### config.mk
export PLATFORM = sky130hd
export DESIGN_NAME = rv_uart_tx
export DESIGN_NICKNAME = d
export VERILOG_FILES = /design/src/rtl/rv_uart_tx.sv
export SDC_FILE = /design/constraint.sdc
export NUM_CORES = 1
export LEC_CHECK = 0
export CAP_MARGIN = 5
export CORE_MARGIN = 1
export CORE_UTILIZATION = 58
export CTS_BUF_LIST = sky130_fd_sc_hd__clkbuf_16
export CTS_CLUSTER_DIAMETER = 30
export DETAILED_ROUTE_END_ITERATION = 10
export GPL_TIMING_DRIVEN = 1
export HOLD_SLACK_MARGIN = 0.06
export PLACE_DENSITY = 0.94
export SLEW_MARGIN = 20
export SYNTH_ARGS = -nofsm -noshare
export SYNTH_HDL_FRONTEND = slang
export SYNTH_SLANG_ARGS = --single-unit
### constraint.sdc
create_clock -name clk_i -period 6.9 [get_ports clk_i]
set_input_delay 1.035 -clock clk_i [delete_from_list [all_inputs] [get_ports clk_i]]
set_output_delay 1.035 -clock clk_i [all_outputs]
set_load 0.05 [all_outputs]
### src/rtl/rv_uart_tx.sv
// rv_uart_tx: memory-mapped UART transmitter (FIFO + 8N1 serialiser, LSB first).
// Define UART_TX_PARITY_EN to add an even-parity bit between data and stop.

// uart_tx_fifo: generic synchronous FIFO, extra pointer MSB tells full from empty.
// Latency: a pushed entry is visible on rd_dat the cycle after the push.
// Backpressure: wr_vld ignored while full, rd_rdy ignored while empty.
module uart_tx_fifo #(
  parameter int DEPTH = 8,
  parameter int W     = 8
) (
  input  logic         clk_i,
  input  logic         arst_i,
  input  logic         wr_vld,
  input  logic [W-1:0] wr_dat,
  input  logic         rd_rdy,
  output logic [W-1:0] rd_dat,
  output logic         full,
  output logic         empty
);
  localparam int AW = $clog2(DEPTH);

  logic [AW:0]  wr_ptr, rd_ptr;
  logic [W-1:0] mem [DEPTH];

  assign empty  = (wr_ptr == rd_ptr);
  assign full   = (wr_ptr[AW] != rd_ptr[AW]) && (wr_ptr[AW-1:0] == rd_ptr[AW-1:0]);
  assign rd_dat = mem[rd_ptr[AW-1:0]];

  always_ff @(posedge clk_i or posedge arst_i) begin
    if (arst_i) begin
      wr_ptr <= '0;
      rd_ptr <= '0;
    end else begin
      if (wr_vld && !full)  wr_ptr <= wr_ptr + 1'b1;
      if (rd_rdy && !empty) rd_ptr <= rd_ptr + 1'b1;
    end
  end

  always_ff @(posedge clk_i) begin
    if (wr_vld && !full) mem[wr_ptr[AW-1:0]] <= wr_dat;
  end
endmodule

// rv_uart_tx: bus slave feeding a TX FIFO that drives a serial frame engine.
// Latency: bus response 1 cycle after req; start bit 2 cycles after a push into an idle unit.
// Backpressure: none on the bus; pushes into a full FIFO are dropped and flagged in OVF.
module rv_uart_tx #(
  parameter int XLEN        = 32,
  parameter int FIFO_DEPTH  = 8,
  parameter int DEFAULT_DIV = 434
) (
  input  logic              clk_i,
  input  logic              arst_i,
  input  logic              data_req_i,
  input  logic              data_we_i,
  input  logic [XLEN/8-1:0] data_be_i,
  input  logic [XLEN-1:0]   data_addr_i,
  input  logic [XLEN-1:0]   data_wdata_i,
  output logic              data_rvalid_o,
  output logic [XLEN-1:0]   data_rdata_o,
  output logic              tx_o,
  output logic              irq_o
);
`ifdef UART_TX_PARITY_EN
  localparam logic PAR_BIT = 1'b1;
`else
  localparam logic PAR_BIT = 1'b0;
`endif

  typedef enum logic [2:0] {S_IDLE, S_START, S_DATA, S_PARITY, S_STOP} state_t;

  state_t      state_q, state_d;
  logic [15:0] cnt_q, cnt_d, div_q, div_wr, reload;
  logic [7:0]  shift_q, shift_d;
  logic [2:0]  bit_q, bit_d;
  logic        tx_d, ovf_q, busy, bit_end;
  logic        fifo_full, fifo_empty, fifo_pop, push_req;
  logic [7:0]  fifo_rd_dat;
  logic [1:0]  sel;
  logic        acc_wr;
  logic [XLEN-1:0] rd_val;
`ifdef UART_TX_PARITY_EN
  logic par_q, par_d;
`endif

  logic unused_bits;
  assign unused_bits = ^{data_addr_i[XLEN-1:4], data_addr_i[1:0],
                         data_wdata_i[XLEN-1:16], data_be_i[XLEN/8-1:2]};

  assign sel      = data_addr_i[3:2];
  assign acc_wr   = data_req_i & data_we_i;
  assign push_req = acc_wr && (sel == 2'd0) && data_be_i[0];
  assign busy     = (state_q != S_IDLE);
  assign irq_o    = fifo_empty & ~busy;
  assign bit_end  = (cnt_q == 16'd0);
  assign reload   = div_q - 16'd1;

  uart_tx_fifo #(.DEPTH(FIFO_DEPTH), .W(8)) u_fifo (
    .clk_i  (clk_i),
    .arst_i (arst_i),
    .wr_vld (push_req),
    .wr_dat (data_wdata_i[7:0]),
    .rd_rdy (fifo_pop),
    .rd_dat (fifo_rd_dat),
    .full   (fifo_full),
    .empty  (fifo_empty)
  );

  always_comb begin
    div_wr = div_q;
    if (data_be_i[0]) div_wr[7:0]  = data_wdata_i[7:0];
    if (data_be_i[1]) div_wr[15:8] = data_wdata_i[15:8];
  end

  always_comb begin
    rd_val = '0;
    case (sel)
      2'd1:    rd_val = {{(XLEN-5){1'b0}}, PAR_BIT, ovf_q, fifo_empty, fifo_full, busy};
      2'd2:    rd_val = {{(XLEN-16){1'b0}}, div_q};
      default: rd_val = '0;
    endcase
  end

  // Overflow is judged on FULL before any same-cycle pop frees a slot.
  always_ff @(posedge clk_i or posedge arst_i) begin
    if (arst_i) begin
      data_rvalid_o <= 1'b0;
      data_rdata_o  <= '0;
      ovf_q         <= 1'b0;
      div_q         <= 16'(DEFAULT_DIV);
    end else begin
      data_rvalid_o <= data_req_i;
      data_rdata_o  <= (data_req_i && !data_we_i) ? rd_val : '0;
      if (push_req && fifo_full)
        ovf_q <= 1'b1;
      else if (acc_wr && (sel == 2'd1) && data_be_i[0] && data_wdata_i[3])
        ovf_q <= 1'b0;
      if (acc_wr && (sel == 2'd2))
        div_q <= (div_wr == 16'd0) ? 16'd1 : div_wr;
    end
  end

  always_ff @(posedge clk_i or posedge arst_i) begin
    if (arst_i) begin
      state_q <= S_IDLE;
      cnt_q   <= '0;
      shift_q <= '0;
      bit_q   <= '0;
      tx_o    <= 1'b1;
`ifdef UART_TX_PARITY_EN
      par_q   <= 1'b0;
`endif
    end else begin
      state_q <= state_d;
      cnt_q   <= cnt_d;
      shift_q <= shift_d;
      bit_q   <= bit_d;
      tx_o    <= tx_d;
`ifdef UART_TX_PARITY_EN
      par_q   <= par_d;
`endif
    end
  end

  always_comb begin
    state_d  = state_q;
    cnt_d    = cnt_q;
    shift_d  = shift_q;
    bit_d    = bit_q;
    fifo_pop = 1'b0;
`ifdef UART_TX_PARITY_EN
    par_d    = par_q;
`endif
    if (busy && !bit_end) cnt_d = cnt_q - 16'd1;
    case (state_q)
      S_IDLE: if (!fifo_empty) begin
        fifo_pop = 1'b1;
        shift_d  = fifo_rd_dat;
`ifdef UART_TX_PARITY_EN
        par_d    = ^fifo_rd_dat;
`endif
        cnt_d    = reload;
        state_d  = S_START;
      end
      S_START: if (bit_end) begin
        cnt_d   = reload;
        bit_d   = 3'd0;
        state_d = S_DATA;
      end
      S_DATA: if (bit_end) begin
        cnt_d = reload;
        if (bit_q == 3'd7) begin
`ifdef UART_TX_PARITY_EN
          state_d = S_PARITY;
`else
          state_d = S_STOP;
`endif
        end else begin
          shift_d = {1'b0, shift_q[7:1]};
          bit_d   = bit_q + 3'd1;
        end
      end
`ifdef UART_TX_PARITY_EN
      S_PARITY: if (bit_end) begin
        cnt_d   = reload;
        state_d = S_STOP;
      end
`endif
      // Chaining straight into the next START avoids an idle gap between frames.
      S_STOP: if (bit_end) begin
        if (!fifo_empty) begin
          fifo_pop = 1'b1;
          shift_d  = fifo_rd_dat;
`ifdef UART_TX_PARITY_EN
          par_d    = ^fifo_rd_dat;
`endif
          cnt_d    = reload;
          state_d  = S_START;
        end else begin
          state_d = S_IDLE;
        end
      end
      default: state_d = S_IDLE;
    endcase

    tx_d = 1'b1;
    case (state_d)
      S_START: tx_d = 1'b0;
      S_DATA:  tx_d = shift_d[0];
`ifdef UART_TX_PARITY_EN
      S_PARITY: tx_d = par_d;
`endif
      default: tx_d = 1'b1;
    endcase
  end
endmodule
# Word level (Yosys, flattened, before mapping)
# Memories as Yosys holds them, arrays and structs flattened.
# Cells that the tools add are included.
# classes
n_addsub,5
eq_ne,15
n_mux,34
bitwise,3
n_reduce_logical,27
# ops
op,count
two-way mux 16 bit,5
two-way mux 8 bit,6
case mux 16 bit (3 select lines),1
zero test 16 bit,2
two-way mux 32 bit,1
case mux 16 bit (2 select lines),1
"subtractor 16 x 1 -> 16 bit, second input constant",2
two-way mux 3 bit,8
case mux 8 bit (3 select lines),1
logical AND 1 bit,12
case mux 3 bit (4 select lines),1
"adder 4 x 1 -> 4 bit, second input constant",2
"inequality test 2 bit, second input constant",4
AND reduction 4 bit,2
two-way mux 1 bit,7
"equality test 3 x 1 -> 1 bit, second input constant",2
"equality test 3 x 2 -> 1 bit, second input constant",2
"equality test 3 bit, second input constant",2
case mux 3 bit (2 select lines),1
nonzero test 3 bit,2
equality test 4 bit,1
zero test 1 bit,4
case mux 1 bit (2 select lines),2
nonzero test 2 bit,2
10 further kinds,11
# totals
regBits,89
ram_bits,64
in_bits,72
out_inout_bits,35
elab_cells,97
memories,1
# memory_table
memory,words,width,rd,rd_ports_with_merged_regs,wr,line_no,text
u_fifo.mem,8,8,1,0,1,23,logic [W-1:0] mem [DEPTH];

# Logic depth before layout (Yosys ltp)
# logic_depth
depth_word,7
ltp_mapped,8
ltp_nobuf,7

# Modules after synthesis
# A second synthesis with hierarchy kept.
# unflattened
cells_unflattened,510
area_unflattened_um2,6631.4
# by_module_without_submodules
mod,n_inst,cells_each,area_each_um2,seq_area_each_um2
rv_uart_tx,1,358,3574.7,1634.1
uart_tx_fifo,1,152,3056.7,2122.0

# Worst setup path before layout
# No wires, ideal clock.
# synth_path
path_type,reg-to-output
start,register u_fifo.rd_ptr[0]
end,output port irq_o
t_arrival_ps,1844
required_time_ps,5865
slack_ps,4021
stages_incl_launch_ff,6
path_buffers,2
path_cell_list,dfrtp_1 -> buf_2 -> xnor2_1 -> nand4b_1 -> clkbuf_1 -> nor2_1
# synth_between
elab_chain_cells,2
# synth_rtl
element,line_no,text
from (decl),22,"logic [AW:0] wr_ptr, rd_ptr;"
from (signal assigned),35,if (rd_rdy && !empty) rd_ptr <= rd_ptr + 1'b1;
equality test 4 bit,25,assign empty = (wr_ptr == rd_ptr);
AND 1 bit,94,assign irq_o = fifo_empty & ~busy;
to (decl),62,output logic irq_o
# No other way between the ends.

# Final worst setup path
# layout_path
start,register u_fifo.rd_ptr[1]
end,output port irq_o
# Same word-level chain as after synthesis.

==> impl_metrics.py <==
metrics = {
    "status": {
        "outcome": "completed",
    },
    "final_layout": {
        "utilization_pct": 69.3,
        "area_growth_pct": 16.6,
        "drive_above_1_share_pct": 16.1,
        "antenna_cells": 0,
        "n_fill_cell": 646,
        "fin_nets": 616,
    },
    "cts": {
        "post_cts_resized": 0,
        "ctsHtreeMaxLevel": 4,
        "path_clk_slew_ns": 0.07,
        "clk_latency_ns": 0.42,
        "cts_buffers": 17,
        "root_buffer": "clkbuf_16",
        "cts.sinks": 137,
        "clock_path_buffers": 2,
        "post-cts-setup-buffer-count": 0,
        "hold_buffers": 0,
        "cts_tree": "done",
    },
    "detailed_routing": {
        "via_per_inst": 6.41,
        "wl_um": 15500,
        "ant_nets": 0,
        "first_pass_iters": 5,
        "vias": 4407,
        "drc": 0,
        "avgRoutedWirePerCell_um": 22.6,
        "drt_iter0_drc": 550,
    },
    "yosys": {
        "yosys.area.top_type": "edfxtp_1",
        "syn_area_per_cell_um2": 13.2,
        "synth_area_mm2": 0.00644,
        "ys.flop_type": "dfrtp_1",
        "synth_edf_count": 64,
        "ys_warn_count": 0,
        "yosysSeqAreaShare_pct": 58.3,
        "ys_top_cells_by_area": "edfxtp_1, dfrtp_1, mux4_2, mux2i_1, mux2_2",
        "synth.ff_latch_count": 137,
        "synthArstFlopShare_pct": 53.3,
        "ys_types": 55,
        "syn_inst": 487,
        "yosysTopAreaCellShare_pct": 29.8,
    },
    "die": {
        "initial_utilization_pct": 59.5,
        "ios": 107,
        "die_area_mm2": 0.0115,
        "core-area_mm2": 0.0108,
        "rows": 38,
        "die_w_um": 107,
        "fp.dieH_um": 107,
    },
    "min_path": {
        "hp-class": "reg -> reg",
        "min_to": "u_fifo.wr_ptr[3]",
        "holdPathStages": 1,
        "worstHoldStart": "u_fifo.wr_ptr[3]",
    },
    "pwr": {
        "vdd_drop_max_mv": 0.298,
        "p_total_w": 0.00270,
        "power_density_mw_per_mm2": 360,
        "leakage_nw": 2.95,
    },
    "worst_setup_path": {
        "crit_path_end_kind": "output port",
        "path_max_fanout": 20,
        "startpoint": "u_fifo.rd_ptr[1]",
        "reg2reg_to": "cnt_q[3]",
        "required_ns": 5.86,
        "r2r_start": "u_fifo.rd_ptr[1]",
        "r2r_slack_ns": 3.52,
        "rr_worst_depth": 6,
        "cp.arrival_ns": 2.92,
        "startpoint_type": "flip-flop",
        "path_class": "reg -> out",
    },
    "sta": {
        "slew_violations": 0,
        "grt_setup_unrepaired": "no",
        "finClkSkew_ns": 0.0122,
        "setup_viol": 0,
        "tightest_slew_ns": 1.05,
        "min_period_ns": 3.95,
        "max-slew-margin-rel_pct": 29.6,
        "clock.fmax_mhz": 253,
        "whs_ns": 0.523,
        "tns_ns": 0,
        "final-hold-violation-count": 0,
        "finalCritPeriodShare_pct": 57.3,
    },
    "global_route": {
        "grt_usage_pct": 29.0,
        "grt_max_degree": 74,
        "gr-total-overflow": 0,
        "grt_pass1_wl_um": 24400,
        "grt_pass1_vias": 4483,
        "antenna_found_initial": 0,
    },
    "job": {
        "drv_cap": 0,
    },
    "placed_design": {
        "hpwl_um": 9150,
        "io_buffers": 42,
        "gp_congestion": 0.853,
    },
}
## per-stage QoR
step                cells  worst slack (ns)  area (um2)
global placement      655              3.40        6930
CTS                   687              2.95        7510
global route          687              2.85        7510
floorplan             502              4.02        6500
finish                687              2.95        7510
detailed placement    655              3.29        6930
## cell families (layout without fill, tap and decap cells)
group	Yosys count	in the layout	synth area share, %
AND/OR/NAND/NOR	153	153	13.1
flip-flops	137	137	58.3
multiplexers	60	60	12.9
buffers and inverters	47	92	3.86
AO/OA/AOI/OAI	41	41	4.74
XOR/XNOR	38	38	5.16
adder cells (fa/ha/maj)	10	10	1.94
other	1	16	0.0582
## how the worst max path moves through the flow
stage	to	slack (ns)	depth (start not counted)
6_report	irq_o	2.95	4
5_1_grt	irq_o	2.85	4
4_1_cts	irq_o	2.95	4
3_5_place_dp	u_fifo.mem[7][5]	3.29	7
3_3_place_gp	u_fifo.mem[7][5]	3.40	7
2_1_floorplan	bit_q[0]	4.02	1
## flip-flops by register name, indices dropped and copies added, names as in the netlist
register and flops:
shift_q 8, div_q 16, ovf_q 1, cnt_q 16, u_fifo.wr_ptr 4, data_rdata_o 16
state_q 3, u_fifo.mem 64, u_fifo.rd_ptr 4, tx_o 1, bit_q 3, data_rvalid_o 1
## cell usage in the layout, fill, tap and decap left out, types with 5 or more instances in the layout
master           instances
a211oi_1                 7
a21oi_1                  6
a221o_1                  6
and2_1                  13
and3_1                   5
buf_4                    5
clkbuf_16               17
clkdlybuf4s50_1         42
conb_1                  16
dfrtp_1                 67
dfstp_2                  6
edfxtp_1                64
ha_1                    10
inv_1                   12
inv_6                    6
mux2_2                  19
mux2i_1                 24
mux4_2                  16
nand2_1                 23
nand2b_1                 5
nand3_1                 15
nand4_1                  5
nor2_1                  37
nor3_1                  13
nor4_1                  11
o21ai_0                  6
or4_1                    6
xnor2_1                 24
xor2_1                  14
## power breakdown
part	internal, W	switching, W
Combinational	0.000301	0.000362
Sequential	0.000973	0.000170
Clock	0.000511	0.000385
Total	0.00179	0.000917
## per-layer routing
layer	global-route usage, %	part of all wire (%)	vias to the layer above
met3	7.75	7.2	53
met5	0	0	-
met1	36.3	39	2225
li1	-	-	1865
met4	14.6	3.5	0
met2	46.9	51	264
## synthesized netlist by cell type (5+ instances only)
library cell,instances
a211oi_1,7
a21oi_1,6
a221o_1,6
and2_1,13
and3_1,5
buf_4,16
clkbuf_1,10
dfrtp_1,67
dfstp_2,6
edfxtp_1,64
ha_1,10
inv_1,13
mux2_2,19
mux2i_1,24
mux4_2,16
nand2_1,23
nand2b_1,5
nand3_1,15
nand4_1,5
nor2_1,37
nor3_1,13
nor4_1,11
o21ai_0,6
or4_1,6
xnor2_1,24
xor2_1,14
## critical path, stage by stage, from the launching register on
cell	delay, ns
dfrtp_1	0.73
xnor2_1	0.54
nand4b_1	0.21
nor2_1	0.18
clkdlybuf4s50_1	0.82
## final cells by class
type	count	area (um2)	area share, %
multi-input cells	318	2500	33.2
well taps	140	175	2.33
clock inverters	15	154	2.05
flip-flops and latches	137	3760	50.0
repair buffers	47	458	6.09
inverters	13	48.8	0.649
clock buffers	17	425	5.66
Power figures use the tool's default switching activity.
